<file path="src/rtl/cd101_spi_pkg.sv">
// Shared definitions for the cd101 configuration-port SPI initiator:
// frame geometry, FSM state encoding and a frame packing helper.
package cd101_spi_pkg;

   localparam int FRAME_W_DEF = 24;

   localparam int ADDR_MSB = 23;
   localparam int ADDR_LSB = 16;
   localparam int DATA_MSB = 15;
   localparam int DATA_LSB = 0;

   typedef enum logic [2:0] {IDLE, SETUP, HIGH, LOW, GAP} spi_state_e;

   function automatic logic [FRAME_W_DEF-1:0] frame_pack(
      input logic [ADDR_MSB-ADDR_LSB:0] addr,
      input logic [DATA_MSB-DATA_LSB:0] data
   );
      logic [FRAME_W_DEF-1:0] f;
      f = '0;
      f[ADDR_MSB:ADDR_LSB] = addr;
      f[DATA_MSB:DATA_LSB] = data;
      return f;
   endfunction

endpackage

</file>
<file path="src/rtl/cd101_spi_master.sv">
// Write-only SPI mode-0 initiator: takes one FRAME_W-bit word per valid/ready
// handshake and shifts it out MSB-first on spi_mosi under a low spi_nss.
module cd101_spi_master
   import cd101_spi_pkg::*;
#(
   parameter int CLK_DIV = 4,
   parameter int FRAME_W = FRAME_W_DEF
) (
   input  logic               clk,
   input  logic               rstn,
   input  logic               req_valid,
   input  logic [FRAME_W-1:0] req_data,
   output logic               req_ready,
   output logic               done,
   output logic               spi_nss,
   output logic               spi_mosi,
   output logic               spi_clk
);

   localparam int DIV_W = $clog2(CLK_DIV + 1);
   localparam int BIT_W = $clog2(FRAME_W);

   spi_state_e         state, nxt;
   logic [DIV_W-1:0]   div_cnt;
   logic [BIT_W-1:0]   bit_cnt;
   logic [FRAME_W-1:0] shreg;
   logic               div_tc, last_bit, accept;

   assign div_tc    = (div_cnt == DIV_W'(CLK_DIV - 1));
   assign last_bit  = (bit_cnt == BIT_W'(FRAME_W - 1));
   assign req_ready = (state == IDLE);
   assign accept    = req_valid & req_ready;
   // mosi is the shift-register MSB; the register is cleared outside a frame
   assign spi_mosi  = shreg[FRAME_W-1];

   always_comb begin
      nxt = state;
      case (state)
         IDLE:    if (req_valid) nxt = SETUP;
         SETUP:   if (div_tc)    nxt = HIGH;
         HIGH:    if (div_tc)    nxt = LOW;
         LOW:     if (div_tc)    nxt = last_bit ? GAP : HIGH;
         GAP:     if (div_tc)    nxt = IDLE;
         default:                nxt = IDLE;
      endcase
   end

   always_ff @(posedge clk or negedge rstn) begin
      if (!rstn) begin
         state   <= IDLE;
         div_cnt <= '0;
         bit_cnt <= '0;
         shreg   <= '0;
         spi_nss <= 1'b1;
         spi_clk <= 1'b0;
         done    <= 1'b0;
      end else begin
         state   <= nxt;
         done    <= 1'b0;
         // outputs follow the next state so they are registered with it
         spi_clk <= (nxt == HIGH);
         spi_nss <= (nxt == IDLE) || (nxt == GAP);
         if (state == IDLE || div_tc) div_cnt <= '0;
         else                         div_cnt <= div_cnt + DIV_W'(1);
         case (state)
            IDLE: if (accept) begin
               shreg   <= req_data;
               bit_cnt <= '0;
            end
            // advance on the falling spi_clk edge; the last bit is held
            HIGH: if (div_tc && !last_bit) shreg <= {shreg[FRAME_W-2:0], 1'b0};
            LOW: if (div_tc) begin
               if (last_bit) begin
                  bit_cnt <= '0;
                  shreg   <= '0;
                  done    <= 1'b1;
               end else begin
                  bit_cnt <= bit_cnt + BIT_W'(1);
               end
            end
            default: ;
         endcase
      end
   end

endmodule

</file>
<file path="config.mk">
export PLATFORM = sky130hd
export DESIGN_NAME = cd101_spi_master
export DESIGN_NICKNAME = d
export VERILOG_FILES = /design/src/rtl/cd101_spi_pkg.sv /design/src/rtl/cd101_spi_master.sv
export SDC_FILE = /design/constraint.sdc
export NUM_CORES = 1
export LEC_CHECK = 0
export CAP_MARGIN = 40
export CORE_MARGIN = 3
export CORE_UTILIZATION = 53
export DETAILED_ROUTE_END_ITERATION = 10
export PLACE_DENSITY = 0.82
export REMOVE_ABC_BUFFERS = 1
export SYNTH_ARGS = -nofsm -noshare
export SYNTH_HDL_FRONTEND = slang
export SYNTH_SLANG_ARGS = --single-unit
</file>
<file path="constraint.sdc">
create_clock -name clk -period 2.6 [get_ports clk]
set_input_delay 0.52 -clock clk [delete_from_list [all_inputs] [get_ports clk]]
set_output_delay 0.52 -clock clk [all_outputs]
set_load 0.01 [all_outputs]
</file>
==> results.txt <==
----------------------------------------------------
[Floorplan]
  I/O pin count ... 32
  Standard-cell row count ... 21
  Width of the die ... roughly 66 um
  Vertical extent of the die ... roughly 66 um
  Core region area ... between 3000 and 4000 um2
  Die area ... between 4000 and 5000 um2
  Initial Utilization ... 0.566

[Detailed routing]
  Antenna viol nets, final ... 0
  Detail-routed via count per cell ... 5.21
  Residual DRC count ... 0
  Total vias in the final route ... 1442
  Drt initial violations ... 60
  TritonRoute pass-1 iters ... 4
  Routed wire per std cell ... around 12 um
  Aggregate routed wire length ... 3.44 mm

[Timing]
  Final Cycle Share ... 0.943
  Clock skew after layout ... roughly 15 ps
  Total count of hold-check failures in the final report ... 0
  Setup_tns ... 0 ps
  Transition at the pin with the smallest max-transition slack ... roughly 820 ps
  Least setup slack across all paths after layout ... about 150 ps
  Max-slew violations ... 0
  Upper clock frequency limit ... around 0.41 GHz
  Worst-case headroom to the max-slew limit ... 0.451
  Worst hold margin ... between 200 and 250 ps
  RSZ-0062 raised after global routing ... false
  Post-layout minimum cycle time ... about 2500 ps
  Final setup vio count ... 0

[Synth]
  Synth unique cells ... 32
  Leading area contributor after synthesis ... sky130_fd_sc_hd__dfrtp_1
  Sequential-to-total area share from yosys stat ... 0.492
  Mapped Cells ... between 200 and 250
  Yosys warnings ... 0
  #FFs+latches synth ... 38
  Leading register cell type out of synthesis ... sky130_fd_sc_hd__dfrtp_1
  Most numerous cell types in the synthesized netlist ... 37 x sky130_fd_sc_hd__dfrtp_1, 26 x sky130_fd_sc_hd__a21oi_1, 24 x sky130_fd_sc_hd__inv_1, 24 x sky130_fd_sc_hd__nor3_1, 23 x sky130_fd_sc_hd__mux2i_1
  Cell Area, Synth ... 1930 um2
  Top post-synthesis cells by area ... sky130_fd_sc_hd__dfrtp_1 48%, sky130_fd_sc_hd__mux2i_1 12%, sky130_fd_sc_hd__a21oi_1 6.7%
  Mean post-synth cell area ... ~9.6 um2
  Number of synthesized flops with an enable pin ... 0
  Top-area cell type share of the netlist area ... 0.479
  Proportion of synthesized flip-flops having asynchronous set or reset ... 1.00
  Most frequent cell after synthesis ... sky130_fd_sc_hd__dfrtp_1

[Min path]
  Min-delay worst type ... input pin to asynchronous set/reset pin

[Layout]
  Design area ... about 2300 um2
  Total inserted antenna cells ... 0
  Share of the core filled with cells ... 0.679
  Reg area ... approximately 950 um2
  Number of filler cells placed in the layout ... about 290
  Share of layout cells above drive strength 1 ... 0.0866
  Count of nets after finishing ... 260
  Area of combinational cells with multiple inputs ... just over 800 um2
  Synthesis-to-layout area growth ... 20.0%

[Critical path]
  Cell depth of the worst flop-to-flop path ... 6
  Worst Path Max Fanout ... 9
  Endpoint type of the worst setup path ... output pin
  Biggest cell delay along the critical path ... approximately 630 ps
  Master of the slowest instance on the critical path ... sky130_fd_sc_hd__clkdlybuf4s50_1
  Worst-path cell chain ... nor3_2 -> clkdlybuf4s50_1
  Worst Setup Path Type ... flop to output pin
  Required time worst endpoint ... around 2100 ps
  Sort of element at the start of the critical path ... flop
  CP arrival ... between 1500 and 2000 ps

[Clock network]
  TritonCTS clock tree ... built
  Number of buffers created by CTS ... 5
  Clock transition at the register clock pins on the worst setup and hold paths after CTS ... around 120 ps
  Worst-Skew Late Latency ... approximately 350 ps
  H-tree depth reported by CTS ... 2
  Setup Buffers After CTS ... 0
  Total number of clock tree sinks ... 38
  Number of resized instances in the post-cts repair step ... 0
  Root buffer cell ... sky130_fd_sc_hd__clkbuf_4
  Maximum clock insertion buffer count ... 2
  Hold Buf Count CTS ... 0

[Power]
  Cell area power density ... between 900 and 1000 nW/um2
  IR Drop Worst-Case VDD ... 0.455 mV
  Leakage dissipation ... between 0.001 and 0.0015 uW

[Global routing]
  Global route overflow ... 0
  Wire length of the first global-routing pass ... 5.84 mm
  Initial antenna violation count ... 0
  Number of global-route vias before repair ... between 1000 and 1500
  GRT Resource Usage Total ... 0.176
  Pin count of the biggest net entering global routing ... 39

[Place]
  Dpl cell area ... 2260 um2
  Weighted congestion reported at the end of routability-driven placement ... a little over 0.8
  Number of buffers inserted by port buffering ... 31
  Half-perimeter wire length of the detailed placement result ... approximately 2.4 mm
  Setup Slack @ Placement ... approximately 530 ps

[Run status]
  Result of the run ... finished clean

[Run]
  Max-cap violations ... 0

----------------------------------------------------
[routing by layer]
layer / GRT usage / wire (um)
met5: 0 / 0
met1: 0.221 / 1640
met4: 0.0838 / 80
met2: 0.281 / 1590
met3: 0.0442 / 126
[worst paths after layout]
kind,from,end,slack [ps]
setup / recovery,state[2],req_ready,150
hold / removal,rstn,shreg[21],250
setup reg to reg,bit_cnt[0],shreg[17],520
hold reg to reg,div_cnt[0],div_cnt[0],450
max in group asynchronous,rstn,shreg[10],1820
min in group clk,div_cnt[0],div_cnt[0],450
[layout make-up]
class | instances | share of cell area
sequential | 38 | 0.410
multi-input combinational | 124 | 0.349
timing repair buffer | 37 | 0.151
inverter | 24 | 0.0388
tap | 46 | 0.0248
clock buffer | 7 | 0.0237
clock inverter | 1 | 0.00216
[cells by family (layout without fill, tap and decap cells)]
group	count (synthesis)	count (layout)	synth area share
AO/OA/AOI/OAI	39	39	0.113
XOR/XNOR	1	1	0.00453
adder cells (fa/ha/maj)	3	3	0.0194
buffers and inverters	39	69	0.0886
flip-flops	38	38	0.492
multiplexers	25	25	0.131
AND/OR/NAND/NOR	56	56	0.151
[cell usage in the layout (no fill, tap or decap), types with 2 or more instances in the layout]
master | synthesis | layout
sky130_fd_sc_hd__a21oi_1 | 26 | 26
sky130_fd_sc_hd__buf_4 | 1 | 6
sky130_fd_sc_hd__clkbuf_4 | 0 | 5
sky130_fd_sc_hd__clkdlybuf4s50_1 | 0 | 30
sky130_fd_sc_hd__dfrtp_1 | 37 | 37
sky130_fd_sc_hd__ha_1 | 3 | 3
sky130_fd_sc_hd__inv_1 | 24 | 24
sky130_fd_sc_hd__mux2_2 | 2 | 2
sky130_fd_sc_hd__mux2i_1 | 23 | 23
sky130_fd_sc_hd__nand2_1 | 9 | 9
sky130_fd_sc_hd__nand3_1 | 2 | 2
sky130_fd_sc_hd__nor2_1 | 9 | 9
sky130_fd_sc_hd__nor3_1 | 24 | 24
sky130_fd_sc_hd__nor3b_1 | 2 | 2
sky130_fd_sc_hd__o21ai_0 | 9 | 9
sky130_fd_sc_hd__o31ai_1 | 2 | 2
[through the flow]
| step | std cells | total power [uW] |
|---|---|---|
| floorplan | 186 | 1590 |
| global placement | 269 | 1850 |
| detailed placement | 269 | 1880 |
| CTS | 277 | 2200 |
| global route | 277 | 2390 |
| finish | 277 | 2190 |
[worst max-delay path: cells and delay by family (launching register included)]
kind | cells | cell delay (ps)
buffers and inverters | 1 | 630
DFF | 1 | 490
and+or+nand+nor | 1 | 470
[state kept, by name (all words and copies together) (netlist names)]
name and count:
bit_cnt 5, div_cnt 3, done 1, shreg 24, spi_clk 1, spi_nss 1, state 3
[where the power goes]
group          leakage (uW)  total (uW)  internal (uW)  switching, uW
Sequential         0.000492         914            813            101
Clock             0.0000353         322            131            191
Combinational      0.000603         954            410            544
No activity file was read; power rests on OpenSTA's default activity.
